$ cat src/rtl/if_id_stage_pkg.sv
// Purpose: shared types and MIPS field positions for the IF/ID skid buffer and later decode stages.
// Latency: n/a (declarations only).
// Backpressure: n/a.
package if_id_stage_pkg;

    // Skid-buffer occupancy; encoding is fixed so debug dumps read the entry count directly.
    typedef enum logic [1:0] {
        S_EMPTY = 2'd0,
        S_ONE   = 2'd1,
        S_TWO   = 2'd2
    } state_e;

    // One held fetch result. PC+4 is stored rather than PC so the empty entry can report 0.
    typedef struct packed {
        logic [31:0] pc_plus4;
        logic [31:0] instr;
    } entry_t;

    // MIPS instruction field bit positions.
    localparam int OPCODE_MSB = 31;
    localparam int OPCODE_LSB = 26;
    localparam int RS_MSB     = 25;
    localparam int RS_LSB     = 21;
    localparam int RT_MSB     = 20;
    localparam int RT_LSB     = 16;
    localparam int RD_MSB     = 15;
    localparam int RD_LSB     = 11;
    localparam int SHAMT_MSB  = 10;
    localparam int SHAMT_LSB  = 6;
    localparam int FUNCT_MSB  = 5;
    localparam int FUNCT_LSB  = 0;
    localparam int IMM_MSB    = 15;
    localparam int IMM_LSB    = 0;
    localparam int JADDR_MSB  = 25;
    localparam int JADDR_LSB  = 0;

endpackage

$ cat src/rtl/if_id_stage_fields.sv
// Purpose: split a MIPS instruction word into its R/I/J-format fields.
// Latency: 0 cycles, pure wiring.
// Backpressure: none; combinational.
// Ports: i_instr in; o_opcode/o_rs/o_rt/o_rd/o_shamt/o_funct/o_imm16/o_jaddr out.
module mips_instr_fields
    import if_id_stage_pkg::*;
(
    input  logic [31:0] i_instr,
    output logic [5:0]  o_opcode,
    output logic [4:0]  o_rs,
    output logic [4:0]  o_rt,
    output logic [4:0]  o_rd,
    output logic [4:0]  o_shamt,
    output logic [5:0]  o_funct,
    output logic [15:0] o_imm16,
    output logic [25:0] o_jaddr
);

    assign o_opcode = i_instr[OPCODE_MSB:OPCODE_LSB];
    assign o_rs     = i_instr[RS_MSB:RS_LSB];
    assign o_rt     = i_instr[RT_MSB:RT_LSB];
    assign o_rd     = i_instr[RD_MSB:RD_LSB];
    assign o_shamt  = i_instr[SHAMT_MSB:SHAMT_LSB];
    assign o_funct  = i_instr[FUNCT_MSB:FUNCT_LSB];
    assign o_imm16  = i_instr[IMM_MSB:IMM_LSB];
    assign o_jaddr  = i_instr[JADDR_MSB:JADDR_LSB];

endmodule

$ cat src/rtl/if_id_stage.sv
// Purpose: IF/ID pipeline register as a 2-entry in-order skid buffer with field decode of the head entry.
// Latency: 1 cycle from accepted push to head outputs when empty.
// Backpressure: in_ready is registered from occupancy only (low when full); flush empties the buffer.
// Ports: clk, rst_n; fetch side in_valid/in_ready/in_pc/in_instr; flush;
//        decode side out_valid/out_ready/out_pc_plus4/out_instr and decoded fields; stall_cnt.
module if_id_stage
    import if_id_stage_pkg::*;
#(
    parameter logic [31:0] NOP_INSTR = 32'h0000_0000
) (
    input  logic        clk,
    input  logic        rst_n,
    input  logic        in_valid,
    output logic        in_ready,
    input  logic [31:0] in_pc,
    input  logic [31:0] in_instr,
    input  logic        flush,
    output logic        out_valid,
    input  logic        out_ready,
    output logic [31:0] out_pc_plus4,
    output logic [31:0] out_instr,
    output logic [5:0]  out_opcode,
    output logic [4:0]  out_rs,
    output logic [4:0]  out_rt,
    output logic [4:0]  out_rd,
    output logic [4:0]  out_shamt,
    output logic [5:0]  out_funct,
    output logic [15:0] out_imm16,
    output logic [25:0] out_jaddr,
    output logic [15:0] stall_cnt
);

    localparam entry_t C_EMPTY_ENTRY = '{pc_plus4: 32'h0, instr: NOP_INSTR};

    state_e      r_state;
    state_e      w_state_nxt;
    entry_t      r_head;
    entry_t      r_tail;
    entry_t      w_head_nxt;
    entry_t      w_tail_nxt;
    entry_t      w_new;
    logic        r_in_ready;
    logic [15:0] r_stall_cnt;
    logic        w_push;
    logic        w_pop;

    assign in_ready  = r_in_ready;
    assign out_valid = (r_state != S_EMPTY);
    assign w_push    = in_valid && r_in_ready;
    assign w_pop     = out_valid && out_ready;
    assign w_new     = '{pc_plus4: in_pc + 32'd4, instr: in_instr};

    // Head is always entry 0; a vacated slot is rewritten with the empty entry so
    // the outputs show NOP/0 whenever nothing is held.
    always_comb begin
        w_state_nxt = r_state;
        w_head_nxt  = r_head;
        w_tail_nxt  = r_tail;
        if (flush) begin
            w_state_nxt = S_EMPTY;
            w_head_nxt  = C_EMPTY_ENTRY;
            w_tail_nxt  = C_EMPTY_ENTRY;
        end else begin
            case (r_state)
                S_EMPTY: begin
                    if (w_push) begin
                        w_state_nxt = S_ONE;
                        w_head_nxt  = w_new;
                    end
                end
                S_ONE: begin
                    if (w_push && w_pop) begin
                        w_head_nxt = w_new;
                    end else if (w_push) begin
                        w_state_nxt = S_TWO;
                        w_tail_nxt  = w_new;
                    end else if (w_pop) begin
                        w_state_nxt = S_EMPTY;
                        w_head_nxt  = C_EMPTY_ENTRY;
                    end
                end
                S_TWO: begin
                    if (w_pop) begin
                        w_state_nxt = S_ONE;
                        w_head_nxt  = r_tail;
                        w_tail_nxt  = C_EMPTY_ENTRY;
                    end
                end
                default: begin
                    w_state_nxt = S_EMPTY;
                    w_head_nxt  = C_EMPTY_ENTRY;
                    w_tail_nxt  = C_EMPTY_ENTRY;
                end
            endcase
        end
    end

    // in_ready is a registered copy of "not full", so it stays low through reset
    // and rises on the first edge after reset release.
    always_ff @(posedge clk or negedge rst_n) begin
        if (!rst_n) begin
            r_state     <= S_EMPTY;
            r_head      <= C_EMPTY_ENTRY;
            r_tail      <= C_EMPTY_ENTRY;
            r_in_ready  <= 1'b0;
            r_stall_cnt <= 16'h0;
        end else begin
            r_state    <= w_state_nxt;
            r_head     <= w_head_nxt;
            r_tail     <= w_tail_nxt;
            r_in_ready <= (w_state_nxt != S_TWO);
            // Saturating; intentionally survives flush.
            if (out_valid && !out_ready && (r_stall_cnt != 16'hFFFF)) begin
                r_stall_cnt <= r_stall_cnt + 16'd1;
            end
        end
    end

    assign stall_cnt    = r_stall_cnt;
    assign out_pc_plus4 = r_head.pc_plus4;
    assign out_instr    = r_head.instr;

    mips_instr_fields u_fields (
        .i_instr  (r_head.instr),
        .o_opcode (out_opcode),
        .o_rs     (out_rs),
        .o_rt     (out_rt),
        .o_rd     (out_rd),
        .o_shamt  (out_shamt),
        .o_funct  (out_funct),
        .o_imm16  (out_imm16),
        .o_jaddr  (out_jaddr)
    );

endmodule

$ cat config.mk
export PLATFORM = sky130hd
export DESIGN_NAME = if_id_stage
export DESIGN_NICKNAME = d
export VERILOG_FILES = /design/src/rtl/if_id_stage_pkg.sv /design/src/rtl/if_id_stage_fields.sv /design/src/rtl/if_id_stage.sv
export SDC_FILE = /design/constraint.sdc
export NUM_CORES = 1
export LEC_CHECK = 0
export ABC_AREA = 1
export CAP_MARGIN = 20
export CELL_PAD_IN_SITES_DETAIL_PLACEMENT = 0
export CELL_PAD_IN_SITES_GLOBAL_PLACEMENT = 1
export CORE_ASPECT_RATIO = 0.5
export CORE_MARGIN = 2
export CORE_UTILIZATION = 38
export CTS_CLUSTER_DIAMETER = 150
export DETAILED_ROUTE_END_ITERATION = 16
export GPL_ROUTABILITY_DRIVEN = 0
export PLACE_DENSITY_LB_ADDON = 0.1
export SLEW_MARGIN = 40
export SYNTH_ARGS = -nofsm -noshare
export SYNTH_HDL_FRONTEND = slang
export SYNTH_SLANG_ARGS = --single-unit
$ cat constraint.sdc
create_clock -name clk -period 4 [get_ports clk]
set_clock_uncertainty 0.05 [all_clocks]
set_input_delay 1.2 -clock clk [delete_from_list [all_inputs] [get_ports clk]]
set_output_delay 1.2 -clock clk [all_outputs]
set_load 0.1 [all_outputs]
== After elaboration in Yosys (flattened, before gate mapping) ==
Index checks and enable logic that the tools add are counted.

* $add $sub $neg: 2
* Eq/ne operators: 11
* Multiplexer cells: 17
* Reductions and logical operators: 10

{| class="wikitable"
|+ Operator list
! kind !! number
|-
| two-way mux 64 bit || 8
|-
| case mux 64 bit (3 select lines) || 2
|-
| adder 32 x 3 -> 32 bit (second input constant) || 1
|-
| adder 16 x 1 -> 16 bit (second input constant) || 1
|-
| != test 16 bit (second input constant) || 1
|-
| two-way mux 2 bit || 6
|-
| != test 3 bit (second input constant) || 4
|-
| != test 4 bit (second input constant) || 2
|-
| AND reduction 4 bit || 2
|-
| case mux 2 bit (3 select lines) || 1
|-
| logical AND 1 bit || 5
|-
| != test 2 bit (second input constant) || 2
|-
| equality test 2 x 1 -> 1 bit (second input constant) || 1
|-
| equality test 2 bit (second input constant) || 1
|-
| logical NOT 2 bit || 1
|-
| nonzero test 2 bit || 1
|-
| logical NOT 1 bit || 1
|}

* Register bits after elaboration: 147
* Input bits: 69
* Output and inout port bits: 156
* Logic and storage cells: 47

== Logic depth before layout (Yosys ltp) ==
Gate-level depths: netlist (run 1).

* Word-level depth: 8
* Mapped depth: 13
* Depth with buffers taken out: 12

== By module ==
Synthesis (run 1) repeated with hierarchy kept, for this count alone.

* Cell total of the unflattened synthesis: 1072
* Area total of the unflattened synthesis: 8181.6 µm²

{| class="wikitable"
|+ Modules (own cells, without submodules)
! module !! times used !! cells each !! area an instance (µm²) !! sequential area each (µm²)
|-
| if_id_stage || 1 || 998 || 7626.1 || 3678.5
|-
| mips_instr_fields || 1 || 74 || 555.5 || 0.0
|}

== Least setup slack after synthesis (run 1) ==
Ideal clock, no wire load.

* Kind: reg-to-output
* Start: reg r_head (netlist bit out_instr[0])
* End: out out_imm16[0]
* Arrival: 1.373 ns
* Slack: 1.377 ns
* Cell stages (with the launch flop): 2
* Path buffers: 1
* Path through: dfrtp_1 > buf_4

{| class="wikitable"
|+ RTL lines
! item !! RTL line !! source
|-
| start: declaration || if_id_stage.sv:37 || <nowiki>entry_t r_head;</nowiki>
|-
| start signal: assignment || if_id_stage.sv:109 || <nowiki>r_head <= w_head_nxt;</nowiki>
|-
| end: declaration || if_id_stage.sv:28 || <nowiki>output logic [15:0] out_imm16,</nowiki>
|}

No word-level cell between the ends.

== Worst setup path after layout (run 1) ==
* Start: in in_pc[2]
* End: reg r_head (netlist bit out_pc_plus4[31])

* Longest elaborated chain between the ends: 4
* Elaborated cells between the ends (all ways): 5
* Those cells by class: add/sub (1); mux (4)

{| class="wikitable"
|+ Ends and longest elaborated chain
! item !! RTL line !! source
|-
| start: declaration || if_id_stage.sv:15 || <nowiki>input logic [31:0] in_pc,</nowiki>
|-
| adder 32 x 3 -> 32 bit (*) || if_id_stage.sv:51 || <nowiki>assign w_new = '{pc_plus4: in_pc + 32'd4, instr: in_instr};</nowiki>
|-
| two-way mux 64 bit (on tied branches) || if_id_stage.sv:72, if_id_stage.sv:66 ||
|-
| case mux 64 bit (3 select lines) (*) || if_id_stage.sv:64 || <nowiki>case (r_state)</nowiki>
|-
| two-way mux 64 bit (*) || if_id_stage.sv:59 || <nowiki>if (flush) begin</nowiki>
|}

Mark *: on every way between the ends. The rest lies on a longest branch, timed or not. The select of a mux whose other input is x is not followed.
A chain may end at the register's enable or synchronous reset.

==> results of run 1 <==
worst max-delay path: stages:
cell,delay (ns)
clkdlybuf4s50_1,0.51
inv_1,0.11
nor2_1,0.20
nand2_1,0.14
nor2_1,0.40
nand3_1,0.22
nand3_1,0.13
nand2_1,0.05
inv_1,0.04
nand2_1,0.04
nand2_1,0.05
nand2_1,0.05
metrics by stage:
stage          std cells  worst slack, ns  hold WS [ns]
5_1_grt             1494            0.886         0.445
3_3_place_gp        1462            0.700         0.413
6_report            1494             1.10         0.426
4_1_cts             1494             1.13         0.431
2_1_floorplan       1073             1.38         0.399
3_5_place_dp        1462            0.675         0.416
flip-flops by register name, indices dropped and copies added (netlist names):
name	flops
stall_cnt	16
out_instr	32
in_ready	1
out_pc_plus4	32
r_tail	64
r_state	2
cell families (layout without fill, tap and decap cells):
| kind of cell | count (synthesis) | after routing | share of synthesized area (%) |
|---|---|---|---|
| flip-flops | 147 | 147 | 44.9 |
| adder cells (fa/ha/maj) | 2 | 2 | 0.305 |
| XOR/XNOR | 22 | 22 | 2.35 |
| buffers and inverters | 208 | 356 | 13.5 |
| AO/OA/AOI/OAI | 180 | 180 | 12.1 |
| AND/OR/NAND/NOR | 514 | 514 | 26.8 |
per-layer routing:
layer,vias up,share of wire (%)
met3,24,4.9
li1,3727,-
met4,0,1.3
met1,3575,49
met2,209,45
met5,-,0
layout make-up:
class,instances,area share (%)
clock buffer,23,4.93
clock inverter,9,1.13
inverter,83,3.03
multi-input combinational,718,33.2
sequential,147,35.7
tap,273,3.32
timing repair buffer,241,18.7
final timing paths:
check / to / slack, ns / startpoint / depth (start not counted)
max: out_pc_plus4[31]$_DFFE_PN0P_ / 1.10 / in_pc[2] / 12
min: out_pc_plus4[31]$_DFFE_PN0P_ / 0.43 / out_pc_plus4[31]$_DFFE_PN0P_ / 2
max reg2reg: r_tail[34]$_DFFE_PN0P_ / 1.15 / r_state[0]$_DFF_PN0_ / 10
max in group asynchronous: stall_cnt[1]$_DFFE_PN0P_ / 2.43 / rst_n / 2
min in group asynchronous: stall_cnt[0]$_DFFE_PN0P_ / 0.71 / rst_n / 1
min reg2reg: out_pc_plus4[31]$_DFFE_PN0P_ / 0.43 / out_pc_plus4[31]$_DFFE_PN0P_ / 2
power by group through the flow:
| stage | Combinational (uW) | Sequential, uW | Clock, uW |
|---|---|---|---|
| after floorplan | 1020 | 2460 | 0 |
| after global placement | 2160 | 1760 | 0 |
| after detailed placement | 2130 | 1760 | 0 |
| after CTS | 2140 | 1740 | 1720 |
| after global routing | 2220 | 1760 | 1800 |
| final | 2120 | 1740 | 1680 |
placed cells by master, fill, tap and decap left out, types with 2 or more instances in the layout:
master,n
nand2_1,282
dfrtp_1,147
buf_4,138
nand3_1,133
o21ai_0,86
inv_1,75
clkdlybuf4s50_1,67
nor2_1,59
o21ai_1,38
buf_2,33
a21oi_1,30
xor2_1,17
clkbuf_16,17
a32oi_1,16
nand4_1,14
nor3_1,9
inv_2,8
clkbuf_8,6
nand3b_1,5
xnor2_1,5
a22oi_1,4
clkinvlp_4,4
nor2_2,3
o22ai_1,2
nor4_1,2
a31oi_1,2
nor2_4,2
nand2_2,2
ha_1,2
bufinv_16,2
inv_6,2
buf_12,2
==> results.json, run 1 <==
{
  "numCtsBuffers": 17,
  "clk_pin_slew_worst_paths_ns": 0.06,
  "grt.met1_usage_pct": 31.5,
  "grt_max_degree": 64,
  "power.share.sequential_pct": 31.4,
  "ys_top_cells_by_area": "dfrtp_1 45%, nand2_1 13%, nand3_1 8.1%",
  "synth-seq-area-share_pct": 44.9,
  "required_ns": 4.27,
  "wire_per_inst_um": 16.4,
  "power.leakage_uw": 0.00488,
  "io_pins": 225,
  "drc": 0,
  "place_area_mm2": 0.00967,
  "status": "complete, no violations",
  "grt_pass1_wl_mm": 39.2,
  "p_per_area_mw_per_mm2": 538,
  "end_kind": "flip-flop",
  "crit_arrival_ns": 3.17,
  "finish.utilization_pct": 49.4,
  "drtAntennaViolNets": 0,
  "combPwrFrac_pct": 38.3,
  "seq_area_mm2": 0.00368,
  "ys_async_sr_fraction_pct": 100,
  "crit_fanout": 5,
  "yosys.area.top_type_share_pct": 44.9,
  "cts_num_sinks": 147,
  "period_share_pct": 72.4,
  "final_layout_size_suffix_gt1_share_pct": 18.3,
  "finalInstanceArea_mm2": 0.0103,
  "drv_slew": 0,
  "max-slew-margin-rel_pct": 56.9,
  "synthToLayoutAreaGrowth_pct": 25.7,
  "finalSetupTns_ns": 0,
  "die_w_um": 212,
  "die_area_mm2": 0.0228,
  "rsz0062_at_grt": "false",
  "syn_inst": 1073,
  "power.net_switching_uw": 2500,
  "post_cts_buffers": 0,
  "swShare_pct": 45.1,
  "htree_levels": 4,
  "grt_pass1_vias": 7148,
  "fmax_mhz": 345,
  "p_clk_share_pct": 30.3,
  "hold_violations": 0,
  "clock_path_buffers": 2,
  "syn_avg_cell_area_um2": 7.63,
  "met2_usage_pct": 34.8,
  "peakVddDrop_uv": 604,
  "grt_use_total_pct": 22.4,
  "synth_most_common_cell": "nand2_1",
  "n_fill_cell": 2025,
  "via_count": 7535,
  "busiest_layer": "met2",
  "grtUsageMet3_pct": 4.99,
  "rows": 37,
  "synth_edf_count": 0,
  "crit_type": "input port to flip-flop",
  "drv_cap": 0,
  "cts-root-buf": "clkbuf_16",
  "first_iter_violations": 530,
  "cts_tree": "built",
  "detail_route.first_pass.iterations": 7,
  "ctsResizeCount": 0,
  "ctsHoldBuffers": 0,
  "fin_crit_ns": 2.90,
  "numPortBuffers": 224,
  "ys.flop_type": "dfrtp_1",
  "worstMarginPinSlew_ns": 0.645,
  "synth-seq-cells": 147,
  "die_h_um": 108,
  "finalSetupViolCount": 0,
  "crit_path_start_kind": "input port",
  "nNetsFinal": 1279,
  "p_int_uw": 3040,
  "netlist_area_mm2": 0.00819,
  "core_area_mm2": 0.0208,
  "drt-total-wl_mm": 24.4,
  "finalPower_uw": 5540,
  "worstHoldPathType": "flip-flop to flip-flop",
  "dp_hpwl_mm": 17.0,
  "antenna_cells": 0,
  "via_per_inst": 5.04,
  "synth_cell_types": 33,
  "initial_core_util_pct": 39.3,
  "grt_overflow": 0,
  "multiInputGateArea_mm2": 0.00341,
  "clkLatencyLatePin_ns": 0.43,
  "yosys.area.top_type": "dfrtp_1",
  "antenna_found_initial": 0,
  "ys_warn_count": 0,
  "synth_common_cells": "282 x nand2_1, 147 x dfrtp_1, 133 x nand3_1, 86 x o21ai_0, 77 x buf_4",
  "synth_nets": 1144
}
(Power assumes the default switching activity.)
==> inputs of run 2 (changes only) <==
Settings changed: CORE_UTILIZATION 38 to 32.
Clock period 4 ns to 2.4 ns, I/O delays scaled along.
==> results.json, run 2 (synthesis gave the netlist of run 1 again) <==
{
  "layout_common_cells": "280 x nand2_1, 239 x buf_4, 145 x dfrtp_1, 133 x nand3_1, 86 x o21ai_0",
  "dp_hpwl_mm": 19.2,
  "n_fill_cell": 2542,
  "die_area_mm2": 0.0270,
  "peakVddDrop_uv": 983,
  "crit_path_start_kind": "input port",
  "fmax_mhz": 452,
  "first_iter_violations": 559,
  "grt_use_total_pct": 20.2,
  "crit_type": "input port to flip-flop",
  "finalSetupViolCount": 0,
  "wire_per_inst_um": 16.1,
  "numCtsBuffers": 17,
  "grt_overflow": 0,
  "antenna_cells": 0,
  "ctsHoldBuffers": 0,
  "clock_path_buffers": 2,
  "crit_fanout": 5,
  "fin_crit_ns": 2.21,
  "clk_pin_slew_worst_paths_ns": 0.06,
  "power.leakage_uw": 0.00532,
  "end_kind": "flip-flop",
  "htree_levels": 4,
  "final_layout_size_suffix_gt1_share_pct": 23.7,
  "top_register": "r_tail",
  "grt.met1_usage_pct": 26.9,
  "io_pins": 225,
  "finish.utilization_pct": 44.5,
  "status": "complete, no violations",
  "grt_pass1_vias": 7690,
  "period_share_pct": 92.2,
  "antenna_found_initial": 0,
  "die_h_um": 117,
  "initial_core_util_pct": 32.5,
  "cts-root-buf": "clkbuf_16",
  "hold_violations": 0,
  "cts_num_sinks": 147,
  "detail_route.first_pass.iterations": 5,
  "rows": 41,
  "finalPower_uw": 9310,
  "worstMarginPinSlew_ns": 0.612,
  "reg2reg_depth": 10,
  "p_per_area_mw_per_mm2": 830,
  "drtAntennaViolNets": 0,
  "drv_cap": 0,
  "place_area_mm2": 0.0106,
  "cts_tree": "built",
  "nNetsFinal": 1361,
  "rr_startpoint": "r_state[0]$_DFF_PN0_",
  "rsz0062_at_grt": "false",
  "busiest_layer": "met2",
  "drv_slew": 0,
  "drt-total-wl_mm": 26.6,
  "final_common_cell": "nand2_1",
  "met2_usage_pct": 33.3,
  "largest_reg_flops": 64,
  "required_ns": 2.73,
  "drc": 0,
  "crit_arrival_ns": 2.54,
  "worstSetupStartpoint": "in_pc[2]",
  "grt_max_degree": 60,
  "via_count": 7922,
  "via_per_inst": 4.81,
  "grt_pass1_wl_mm": 41.8,
  "core_area_mm2": 0.0252,
  "max-slew-margin-rel_pct": 58.9,
  "seq_area_mm2": 0.00368,
  "grtUsageMet3_pct": 3.66,
  "multiInputGateArea_mm2": 0.00344,
  "die_w_um": 230,
  "synthToLayoutAreaGrowth_pct": 36.9,
  "clkLatencyLatePin_ns": 0.45,
  "finalInstanceArea_mm2": 0.0112,
  "numPortBuffers": 224,
  "worstHoldPathType": "input port to async pin"
}
[run 2: cell types whose count changed in the layout (fill, tap and decap cells not counted), sizes merged]
cell | before | now
buf | 174 | 256
clkinvlp | 4 | 1
inv | 85 | 82
clkinv | 1 | 8
clkbuf | 23 | 21
[run 2: timing repair]
action,CTS,global route
setup endpoints to repair,0,5
gates resized for setup,0,4
buffers inserted,0,0
[run 2: worst paths after layout]
check	endpoint	slack, ns
setup reg to reg	r_tail[44]$_DFFE_PN0P_	0.39
min in group clk	r_tail[51]$_DFFE_PN0P_	0.43
hold reg to reg	r_tail[51]$_DFFE_PN0P_	0.43
hold / removal	out_pc_plus4[17]$_DFFE_PN0P_	0.19
max in group asynchronous	r_tail[30]$_DFFE_PN0P_	1.49
setup / recovery	out_pc_plus4[18]$_DFFE_PN0P_	0.19
[run 2: stage by stage]
step / setup WS, ns / TNS [ns] / std cells / hold slack, ns
final: 0.187 / 0 / 1646 / 0.191
after CTS: 0.158 / 0 / 1646 / 0.201
after global routing: 0.00500 / 0 / 1646 / 0.222
after floorplan: 0.0801 / 0 / 1073 / 0.374
after global placement: -0.275 / -7.08 / 1615 / 0.412
after detailed placement: -0.299 / -9.13 / 1615 / 0.416
[run 2: layer usage]
metal  vias to the layer above  wire length, um  part of all wire (%)
met3                        30             1060                   4.0
li1                       3894                -                     -
met4                         0              422                   1.6
met5                         -                0                     0
met1                      3819            12800                    48
met2                       179            12300                    46
[run 2: area by class of cell]
type / instances / area share [%]
Sequential cell: 147 / 32.8
Multi-Input combinational cell: 718 / 30.6
Timing Repair Buffer: 323 / 24.9
Clock buffer: 21 / 4.02
Tap cell: 344 / 3.84
Inverter: 83 / 2.78
Clock inverter: 10 / 0.982
[run 2: worst max-delay path: stages]
cell             delay (ns)
clkdlybuf4s50_1        0.49
ha_1                   0.17
nand2_1                0.09
nor2_1                 0.20
nand2_2                0.14
nor2_1                 0.13
buf_4                  0.14
xor2_1                 0.19
nand2_1                0.06
o21ai_0                0.07
nand2_1                0.07
nand2_1                0.06
[run 2: report_power, final]
group          leakage, uW  switching (uW)  internal, uW
combinational      0.00308            2930           832
sequential         0.00197             206          2710
clock             0.000276            1090          1540
==> inputs of run 3 (changes only) <==
Settings changed: CORE_UTILIZATION 32 to 35.
Clock period 2.4 ns to 2.05 ns, I/O delays scaled along.
==> results.json, run 3 (synthesis gave the netlist of run 1 again) <==
{
  "cts_num_sinks": 147,
  "largest_reg_flops": 64,
  "crit_arrival_ns": 1.32,
  "end_kind": "output pin",
  "detail_route.first_pass.iterations": 5,
  "grt_use_total_pct": 22.4,
  "grt_max_degree": 99,
  "cts-root-buf": "clkbuf_16",
  "worstMarginPinSlew_ns": 0.579,
  "grt_pass1_wl_mm": 43.1,
  "final_common_cell": "nand2_1",
  "core_area_mm2": 0.0229,
  "finalSetupViolCount": 0,
  "grt_pass1_vias": 8010,
  "antenna_found_initial": 0,
  "htree_levels": 4,
  "drt-total-wl_mm": 26.8,
  "status": "complete, no violations",
  "clkLatencyLatePin_ns": 0.43,
  "numPortBuffers": 224,
  "numCtsBuffers": 17,
  "place_area_mm2": 0.0125,
  "layout_common_cells": "277 x nand2_1, 168 x buf_12, 132 x dfrtp_1, 130 x nand3_1, 87 x buf_4",
  "n_fill_cell": 2015,
  "via_count": 8008,
  "power.leakage_uw": 0.00600,
  "die_w_um": 220,
  "crit_type": "flip-flop to output pin",
  "regToRegSetupSlack_ns": 0.20,
  "grt_overflow": 0,
  "drtAntennaViolNets": 0,
  "fin_crit_ns": 1.99,
  "reg2reg_depth": 10,
  "clk_pin_slew_worst_paths_ns": 0.06,
  "hold_violations": 0,
  "worstHoldPathType": "input port to async pin",
  "top_register": "r_tail",
  "rr_startpoint": "r_state[1]$_DFF_PN0_",
  "wire_per_inst_um": 16.6,
  "crit_path_start_kind": "flip-flop",
  "reg2reg_to": "r_tail[31]$_DFFE_PN0P_",
  "finish.utilization_pct": 58.1,
  "period_share_pct": 97.0,
  "dp_hpwl_mm": 19.1,
  "initial_core_util_pct": 35.8,
  "p_per_area_mw_per_mm2": 914,
  "finalInstanceArea_mm2": 0.0133,
  "io_pins": 225,
  "rows": 39,
  "drv_cap": 0,
  "cts_tree": "built",
  "worstSetupStartpoint": "r_state[1]$_DFF_PN0_",
  "layout.cells.non_filler": 1612,
  "via_per_inst": 4.97,
  "clock_path_buffers": 2,
  "fmax_mhz": 503,
  "peakVddDrop_uv": 736,
  "antenna_cells": 0,
  "die_h_um": 112,
  "crit_fanout": 6,
  "required_ns": 1.38,
  "synthToLayoutAreaGrowth_pct": 62.2,
  "first_iter_violations": 448,
  "drc": 0,
  "endpoint": "out_valid",
  "post-place-cells": 1579,
  "ctsHoldBuffers": 0,
  "post_cts_buffers": 0,
  "die_area_mm2": 0.0247,
  "max-slew-margin-rel_pct": 61.4,
  "finalPower_uw": 12100,
  "nNetsFinal": 1363,
  "final_layout_size_suffix_gt1_share_pct": 26.7,
  "drv_slew": 0
}
==> run 3: per-stage QoR <==
stage	setup WS (ns)	TNS, ns	hold WS (ns)
floorplan	0.0119	0	0.269
finish	0.0610	0	0.0890
global route	-0.00119	-0.00119	0.135
CTS	0.00487	0	0.112
global placement	-0.521	-36.31	0.413
detailed placement	-0.567	-39.79	0.416
==> run 3: metal layers <==
layer / wire length [um] / GRT usage [%] / vias up
met5: 0 / 0 / -
met4: 454 / 6.17 / 0
met3: 1310 / 4.12 / 30
met2: 13200 / 37.5 / 211
met1: 11900 / 29.9 / 3860
li1: - / - / 3907
==> run 3: power breakdown <==
part	switching, uW	total (uW)	internal, uW
sequential	426	3610	3180
combinational	3450	5250	1800
clock	1310	3290	1980
total	5190	12100	6960
==> run 3: critical path, stage by stage, from the launching register on <==
cell and delay (ns):
dfrtp_1 0.50, inv_2 0.10, nand2_4 0.12, buf_12 0.18
==> run 3: timing repair <==
item,in CTS,in global routing
pin swaps,0,2
gates resized for setup,6,39
gates cloned,0,1
endpoints found under the setup margin,14,51
endpoints found under the hold margin,0,0
==> run 3: worst min-delay path by stage <==
stage / start / to / slack, ns / depth (start not counted)
2_1_floorplan: rst_n / in_ready$_DFF_PN0_ / 0.27 / 0
3_3_place_gp: r_tail[2]$_DFFE_PN0P_ / r_tail[2]$_DFFE_PN0P_ / 0.41 / 2
3_5_place_dp: r_tail[40]$_DFFE_PN0P_ / r_tail[40]$_DFFE_PN0P_ / 0.42 / 2
4_1_cts: rst_n / stall_cnt[14]$_DFFE_PN0P_ / 0.11 / 1
5_1_grt: rst_n / stall_cnt[14]$_DFFE_PN0P_ / 0.13 / 1
6_report: rst_n / stall_cnt[14]$_DFFE_PN0P_ / 0.09 / 1
==> run 3: cell type report <==
cell class	count	area, um2	share of cell area (%)
flip-flops and latches	147	3700	27.9
clock buffers	19	453	3.41
inverters	83	312	2.34
repair buffers	325	4780	35.9
well taps	307	384	2.89
multi-input cells	718	3500	26.4
clock inverters	13	158	1.19
